$ cat src/rtl/acia_pkg.sv
// Shared definitions for the ACIA receive controller.
// Defining ACIA_RX_FIFO_EN selects a 4-entry receive buffer; otherwise a single holding register.
package acia_pkg;

   typedef enum logic [1:0] {
      ST_IDLE     = 2'd0,
      ST_TAKE     = 2'd1,
      ST_WAIT_CLR = 2'd2
   } rx_state_t;

`ifdef ACIA_RX_FIFO_EN
   localparam int ACIA_RX_DEPTH = 4;
`else
   localparam int ACIA_RX_DEPTH = 1;
`endif

   // Entry layout: {overflow, parity, frame, data[7:0]}
   localparam int ACIA_RX_ENTRY_W = 11;
   typedef logic [ACIA_RX_ENTRY_W-1:0] rx_entry_t;

   localparam int ACIA_RX_PTR_W = (ACIA_RX_DEPTH > 1) ? $clog2(ACIA_RX_DEPTH) : 1;
   localparam int ACIA_RX_CNT_W = $clog2(ACIA_RX_DEPTH + 1);

   function automatic logic [ACIA_RX_PTR_W-1:0] rx_ptr_next(input logic [ACIA_RX_PTR_W-1:0] p);
      if (p == ACIA_RX_PTR_W'(ACIA_RX_DEPTH - 1))
         return '0;
      else
         return p + ACIA_RX_PTR_W'(1);
   endfunction

endpackage

$ cat src/rtl/acia_rx_fifo.sv
// Receive buffer storage: circular buffer with explicit count, depth from acia_pkg.
// When empty, head shows the last popped entry so the CPU view holds steady.
module acia_rx_fifo
   import acia_pkg::*;
(
   input  logic      PHI2,
   input  logic      RESET,
   input  logic      push,
   input  rx_entry_t push_data,
   input  logic      pop,
   output logic      full,
   output logic      empty,
   output rx_entry_t head
);

   rx_entry_t                mem [ACIA_RX_DEPTH];
   logic [ACIA_RX_PTR_W-1:0] wr_ptr;
   logic [ACIA_RX_PTR_W-1:0] rd_ptr;
   logic [ACIA_RX_CNT_W-1:0] cnt;
   rx_entry_t                last_q;
   logic                     do_push;
   logic                     do_pop;

   assign full    = (cnt == ACIA_RX_CNT_W'(ACIA_RX_DEPTH));
   assign empty   = (cnt == '0);
   assign do_push = push & ~full;
   assign do_pop  = pop & ~empty;

   always_ff @(posedge PHI2 or negedge RESET) begin
      if (!RESET) begin
         wr_ptr <= '0;
         rd_ptr <= '0;
         cnt    <= '0;
         last_q <= '0;
      end else begin
         if (do_push)
            wr_ptr <= rx_ptr_next(wr_ptr);
         if (do_pop) begin
            rd_ptr <= rx_ptr_next(rd_ptr);
            last_q <= mem[rd_ptr];
         end
         case ({do_push, do_pop})
            2'b10:   cnt <= cnt + ACIA_RX_CNT_W'(1);
            2'b01:   cnt <= cnt - ACIA_RX_CNT_W'(1);
            default: cnt <= cnt;
         endcase
      end
   end

   // Storage needs no reset: it is never visible while the count is zero.
   always_ff @(posedge PHI2) begin
      if (do_push)
         mem[wr_ptr] <= push_data;
   end

   assign head = empty ? last_q : mem[rd_ptr];

endmodule

$ cat src/rtl/acia_rx_ctrl.sv
// ACIA receive controller: take handshake with the receiver, buffer, CPU read and IRQB.
// Buffer depth is 4 with ACIA_RX_FIFO_EN defined, 1 otherwise.
//
// state       | meaning
// ------------+------------------------------------------------------------
// ST_IDLE     | waiting for RXFULL_IN with buffer room; byte pushed on exit
// ST_TAKE     | RXTAKEN high for this single cycle
// ST_WAIT_CLR | waiting for receiver to drop RXFULL_IN before next capture
module acia_rx_ctrl
   import acia_pkg::*;
(
   input  logic       PHI2,
   input  logic       RESET,
   input  logic [7:0] RXDATA_IN,
   input  logic       RXFULL_IN,
   input  logic       FRAME_IN,
   input  logic       PARITY_IN,
   input  logic       OVERFLOW_IN,
   input  logic       CS_RD,
   input  logic       IRQ_EN,
   output logic       RXTAKEN,
   output logic [7:0] DOUT,
   output logic       DAV,
   output logic       ERR_FRAME,
   output logic       ERR_PARITY,
   output logic       ERR_OVR,
   output logic       IRQB
);

   rx_state_t state;
   rx_entry_t head;
   logic      fifo_full;
   logic      fifo_empty;
   logic      push;

   // Full is judged on the pre-pop count, so a same-edge read never makes room.
   assign push = (state == ST_IDLE) & RXFULL_IN & ~fifo_full;

   always_ff @(posedge PHI2 or negedge RESET) begin
      if (!RESET) begin
         state   <= ST_IDLE;
         RXTAKEN <= 1'b0;
      end else begin
         case (state)
            ST_IDLE: begin
               RXTAKEN <= 1'b0;
               if (push) begin
                  state   <= ST_TAKE;
                  RXTAKEN <= 1'b1;
               end
            end
            ST_TAKE: begin
               RXTAKEN <= 1'b0;
               state   <= ST_WAIT_CLR;
            end
            ST_WAIT_CLR: begin
               RXTAKEN <= 1'b0;
               if (!RXFULL_IN)
                  state <= ST_IDLE;
            end
            default: begin
               RXTAKEN <= 1'b0;
               state   <= ST_IDLE;
            end
         endcase
      end
   end

   acia_rx_fifo u_fifo (
      .PHI2      (PHI2),
      .RESET     (RESET),
      .push      (push),
      .push_data ({OVERFLOW_IN, PARITY_IN, FRAME_IN, RXDATA_IN}),
      .pop       (CS_RD),
      .full      (fifo_full),
      .empty     (fifo_empty),
      .head      (head)
   );

   assign DOUT       = head[7:0];
   assign ERR_FRAME  = head[8];
   assign ERR_PARITY = head[9];
   assign ERR_OVR    = head[10];
   assign DAV        = ~fifo_empty;
   assign IRQB       = ~(IRQ_EN & DAV);

endmodule

$ cat config.mk
export PLATFORM = sky130hd
export DESIGN_NAME = acia_rx_ctrl
export DESIGN_NICKNAME = d
export VERILOG_FILES = /design/src/rtl/acia_pkg.sv /design/src/rtl/acia_rx_fifo.sv /design/src/rtl/acia_rx_ctrl.sv
export SDC_FILE = /design/constraint.sdc
export NUM_CORES = 1
export LEC_CHECK = 0
export ABC_CLOCK_PERIOD_IN_PS = 1700
export BUFFER_PORTS_ARGS = -buffer_cell sky130_fd_sc_hd__buf_2
export CORE_ASPECT_RATIO = 0.75
export CORE_MARGIN = 3
export CORE_UTILIZATION = 45
export CTS_CLUSTER_SIZE = 30
export DETAILED_ROUTE_END_ITERATION = 12
export PLACE_DENSITY = 0.76
export SKIP_LAST_GASP = 1
export SYNTH_ARGS = -nofsm -noshare
export SYNTH_HDL_FRONTEND = slang
export SYNTH_HIERARCHICAL = 1
export SYNTH_SLANG_ARGS = --single-unit
$ cat constraint.sdc
create_clock -name PHI2 -period 1.7 [get_ports PHI2]
set_clock_uncertainty 0.2 [all_clocks]
set_input_delay 0 -clock PHI2 [delete_from_list [all_inputs] [get_ports PHI2]]
set_output_delay 0 -clock PHI2 [all_outputs]
set_load 0.005 [all_outputs]
# ---- Word-level counts from Yosys, hierarchy flattened
# Memories as Yosys holds them, arrays and structs flattened.
# Cells that the tools add are included.
dict set report totals {
  elab_cells 32
  output_inout_bits 14
  inputBits 16
  ff_bits 15
  ram_bits 11
  mem_count 1
}
# name words word_bits read_ports rd_clocked_by_memory_dff write_ports line_no
set memory_table {}
lappend memory_table {u_fifo.mem 1 11 1 0 1 acia_rx_fifo.sv:16} ;# rx_entry_t mem [ACIA_RX_DEPTH];
dict set report classes {
  muxes 9
  eq_ne 6
  n_reduce_logical 3
  bitwise 7
  addsub 2
}
# operator n
set op_table {}
lappend op_table {{11-bit two-way mux} 1}
lappend op_table {{2-bit one-hot mux with 3 select lines} 1}
lappend op_table {{1-bit AND} 5}
lappend op_table {{2-bit by 1-bit == test with 1-bit output (second input constant)} 2}
lappend op_table {{2-bit == test (second input constant)} 2}
lappend op_table {{1-bit two-way mux} 4}
lappend op_table {{2-bit two-way mux} 2}
lappend op_table {{2-bit zero test} 1}
lappend op_table {{2-bit by 1-bit inequality test with 1-bit output (second input constant)} 1}
lappend op_table {{2-bit inequality test (second input constant)} 1}
lappend op_table {{1-bit NOT} 2}
lappend op_table {{1-bit one-hot mux with 2 select lines} 1}
lappend op_table {{2-bit AND reduction} 1}
lappend op_table {{2-bit nonzero test} 1}
lappend op_table {{1-bit adder (second input constant)} 1}
lappend op_table {{1-bit subtractor (second input constant)} 1}

# ---- Depth between registers and ports, before layout
dict set report logic_depth {
  depth_word 6
  mapped_depth 4
}

# ---- By module
# Netlist, hierarchy kept.
# mod seq_area_each_um2 instances cells_each area_each_um2
set modules_own_cells {}
lappend modules_own_cells {acia_rx_fifo 630.6 1 51 958.4}
lappend modules_own_cells {acia_rx_ctrl 75.1 1 11 125.1}

# ---- Least setup slack after synthesis
# No wires, ideal clock.
dict set report synth_timing {
  path_type {register to register}
  from {register u_fifo.cnt, in the netlist u_fifo/full}
  to {memory u_fifo/mem[0][0] (netlist bit), enable pin}
  required_ns 1.119
  stages_incl_launch_ff 3
  slack_ns -0.148
  arrival_time_ns 1.267
  synth_period_minus_slack_ns 1.848
  setup_time_ns 0.381
  path_buffers 0
  path_cell_list {dfrtp_1 -> nor4b_1 -> nor2b_1}
}
dict set report synth_via {
  elab_chain_len 5
}
# item line_no
set synth_rtl {}
lappend synth_rtl {{from (decl)} acia_rx_fifo.sv:19} ;# logic [ACIA_RX_CNT_W-1:0] cnt;
lappend synth_rtl {{from (signal assigned)} acia_rx_fifo.sv:43} ;# 2'b10: cnt <= cnt + ACIA_RX_CNT_W'(1);
lappend synth_rtl {{from (signal assigned)} acia_rx_fifo.sv:44} ;# 2'b01: cnt <= cnt - ACIA_RX_CNT_W'(1);
lappend synth_rtl {{from (signal assigned)} acia_rx_fifo.sv:45} ;# default: cnt <= cnt;
lappend synth_rtl {{1-bit NOT} n/a}
lappend synth_rtl {{1-bit AND} acia_rx_ctrl.sv:37} ;# assign push = (state == ST_IDLE) & RXFULL_IN & ~fifo_full;
lappend synth_rtl {{via push} acia_rx_ctrl.sv:34} ;# logic push;
lappend synth_rtl {{1-bit AND} acia_rx_fifo.sv:26} ;# assign do_push = push & ~full;
lappend synth_rtl {{via u_fifo.do_push} acia_rx_fifo.sv:21} ;# logic do_push;
lappend synth_rtl {{1-bit two-way mux} acia_rx_fifo.sv:52} ;# if (do_push)
lappend synth_rtl {{1-bit two-way mux (not written as such)} acia_rx_fifo.sv:53} ;# mem[wr_ptr] <= push_data;
lappend synth_rtl {{to (decl)} acia_rx_fifo.sv:16}
# The timed path passes the listed nets, and every way through them passes these cells.

# ---- Final worst setup path
dict set report layout_timing {
  from {register u_fifo.cnt, in the netlist u_fifo/full}
  to {output port DOUT[6]}
}
dict set report layout_via {
  elab_chain_len 1
}
# item line_no
set layout_rtl {}
lappend layout_rtl {{11-bit two-way mux} acia_rx_fifo.sv:56} ;# assign head = empty ? last_q : mem[rd_ptr];
lappend layout_rtl {{to (decl)} acia_rx_ctrl.sv:22} ;# output logic [7:0] DOUT,
# No other way between the ends.

==> summary.txt <==
Logic synthesis
  • Mux share of post-synthesis cell area: 0.263
  • Cell variety after synth: 14
  • Largest cells by area after synthesis: dfrtp_1, edfxtp_1, mux2_4
  • Post-synthesis simple-gate area fraction: 0.0462
  • Flops & latches, synth: 26
  • Post-Syn Nets: 78
  • Avg Cell Area, Syn: 17.5 um^2
  • Combinational family with the most area after synthesis: multiplexers
  • Sequential share of the synthesized area: 0.651
  • Post-Syn Area: 1080 um^2
  • Synth warn: 6
  • Adder-cell share of the synthesized area: 0
  • Post-synth top area cell: dfrtp_1
  • Synth Area in XOR/XNOR: 0
  • Cells after synthesis: 62
  • Compound-Gate Fraction of Synth Area: 0.0115
  • Share of the synthesized area in the top cell type: 0.346

Route
  • Vias per inst: 4.67
  • Initial DRC count: 11
  • WL per Instance: 13.7 um
  • Vias post-DR: around 670
  • Final ANT Viol Nets: 0
  • Detailed Routing Iterations Pass 1: 2
  • Final WL: 1960 um
  • DRC viols: 0

Global route
  • GR Util All Layers: 0.151
  • Vias in the first global route: between 700 and 800
  • Largest net degree at the start of global routing: 16
  • Initial antenna violation count: 0
  • Total grt overflow: 0
  • First-pass GRT wire length: ~3600 um

Floorplanning
  • Starting Density: 0.507
  • Num ports: 30
  • Die area: 3040 um^2
  • FP Rows: 14
  • Total core area: 2140 um^2
  • Die Ht: 48.5 um
  • DIE WIDTH: 62.7 um

Power
  • Pleak: around 0.67 nW
  • P per Cell Area: approximately 1600 nW/um^2
  • Worst vdd ir: between 800 and 900 uV

Critical path
  • Crit path max fanout: 8
  • R2r endpoint: u_fifo/mem[0][8]
  • Crit Path Category: reg -> out
  • Worst-path cell chain: buf_4 > mux2_2 > buf_2
  • Worst Path Arrival: ~1.4 ns
  • Startpoint Class: register
  • Delay-heaviest family, CP: flip-flops
  • Worst path max stage delay: ~0.43 ns
  • CP bufs+invs: 2
  • CP max stage cell: dfrtp_1
  • Setup crit end kind: output port
  • Reg2reg start: state[1]
  • Worst R2R Setup Slack: 0.13 ns
  • Crit. Startpoint: u_fifo/full
  • Reg2reg path depth: 3
  • CP required: 1.50 ns

STA
  • Final period util: 0.955
  • Slew Limit Fails: 0
  • Highest Clock Rate: 616 MHz
  • Max-slew headroom: 0.569
  • Final min period: 1.62 ns
  • Worst slew pin tran: 0.644 ns
  • Final hold violation count: 0
  • Endpoints failing setup: 0
  • RSZ-0062 raised after global routing: yes
  • Hold WS: around 0.025 ns

Finish
  • Nets@finish: 128
  • N_diodes: 0
  • P&R area growth vs syn: 35.6%
  • Share of cells above drive strength 1: 0.559
  • Most frequent cells in the layout: buf_2, dlygate4sd3_1, dfrtp_1
  • Non-filler cells, final: 143
  • Commonest non-fill, non-tap cell in the layout: buf_2

CTS
  • Reg clk slew, reported paths: about 0.13 ns
  • H-tree levels: 1
  • CTS Root Cell: clkbuf_4
  • Clock sink count: 26
  • Post CTS Setup Buffer Count: 0
  • TritonCTS clock tree: yes
  • CTS Buffer Depth: 2
  • Worst-Skew Late Latency: roughly 0.32 ns
  • TritonCTS buffer count: 3

Placement
  • Routability cong.: about 0.7
  • Placed cell count: 124
  • Port bufs: 29
  • Post-DP HPWL: 1300 um

Min path
  • Hold endpoint: IRQB
  • Hold Startpoint: IRQ_EN
  • Tightest Hold Check Type: in -> out
  • Worst hold path depth: 3

Run status
  • Status: finished, final reports clean

Job
  • Max Cap Violations: 0
per-stage QoR:
| stage | worst slack, ns | total power, W | util | cell area (um^2) | setup TNS, ns |
|---|---|---|---|---|---|
| 4_1_cts | 0.0616 | 0.00236 | 0.684 | 1460 | 0 |
| 3_3_place_gp | 0.168 | 0.00199 | 0.597 | 1270 | 0 |
| 5_1_grt | -0.0184 | 0.00254 | 0.687 | 1470 | -0.0519 |
| 3_5_place_dp | 0.0974 | 0.00202 | 0.597 | 1270 | 0 |
| 6_report | 0.0768 | 0.00235 | 0.687 | 1470 | 0 |
| 2_1_floorplan | 0.0498 | 0.00168 | - | 1090 | 0 |
cells in the mapped netlist (all sizes together):
cell type,n
o21bai,1
o21ai,1
edfxtp,11
nand2,2
nand3b,1
mux2,22
dfrtp,15
buf,2
inv,3
nor4b,3
nor2b,1
worst max-delay path by stage:
stage	to	slack [ns]	cells after the start
after CTS	u_fifo/mem[0][8]	0.06	3
after global routing	DOUT[1]	-0.02	3
after detailed placement	u_fifo/mem[0][9]	0.1	3
final	DOUT[6]	0.08	3
after global placement	u_fifo/mem[0][9]	0.17	3
after floorplan	u_fifo/mem[0][0]	0.05	2
worst min-delay path, cell delays in order:
cell     delay, ns
buf_2         0.07
nand2_1       0.04
buf_2         0.11
final cells by class:
| cell class | count | area, um^2 |
|---|---|---|
| Timing Repair Buffer | 47 | 318 |
| Tap cell | 32 | 40.0 |
| Clock buffer | 4 | 36.3 |
| Sequential cell | 26 | 707 |
| Multi-Input combinational cell | 31 | 357 |
| Fill cell | 156 | 668 |
| Inverter | 3 | 11.3 |
metal layers:
layer | share of wire | global-route usage | up-vias | wire (um)
met5 | 0 | 0 | - | 0
li1 | - | - | 323 | -
met3 | 0.070 | 0.0486 | 0 | 138
met4 | 0 | 0.0330 | 0 | 0
met1 | 0.49 | 0.208 | 317 | 961
met2 | 0.44 | 0.235 | 28 | 862
registers in the layout, summed over array words and instances (netlist names):
register	count
u_fifo/last_q	11
u_fifo/mem	11
state	2
RXTAKEN	1
u_fifo/full	1
where the power goes:
part / internal, W / total [W] / switching [W]
clock: 0.000131 / 0.000310 / 0.000179
sequential: 0.000908 / 0.00105 / 0.000139
combinational: 0.000627 / 0.000997 / 0.000370
total: 0.00167 / 0.00235 / 0.000688
cell families after synthesis:
group,Yosys count
DFF,26
muxes,22
and+or+nand+nor,7
buffers and inverters,5
AOI/OAI and AO/OA,2
repair_timing:
item | CTS | global route
endpoints found under the hold margin | 30 | 0
hold buffers | 15 | 0
resized for setup | 0 | 2
endpoints found under the setup margin | 0 | 11
(Power assumes the default switching activity.)
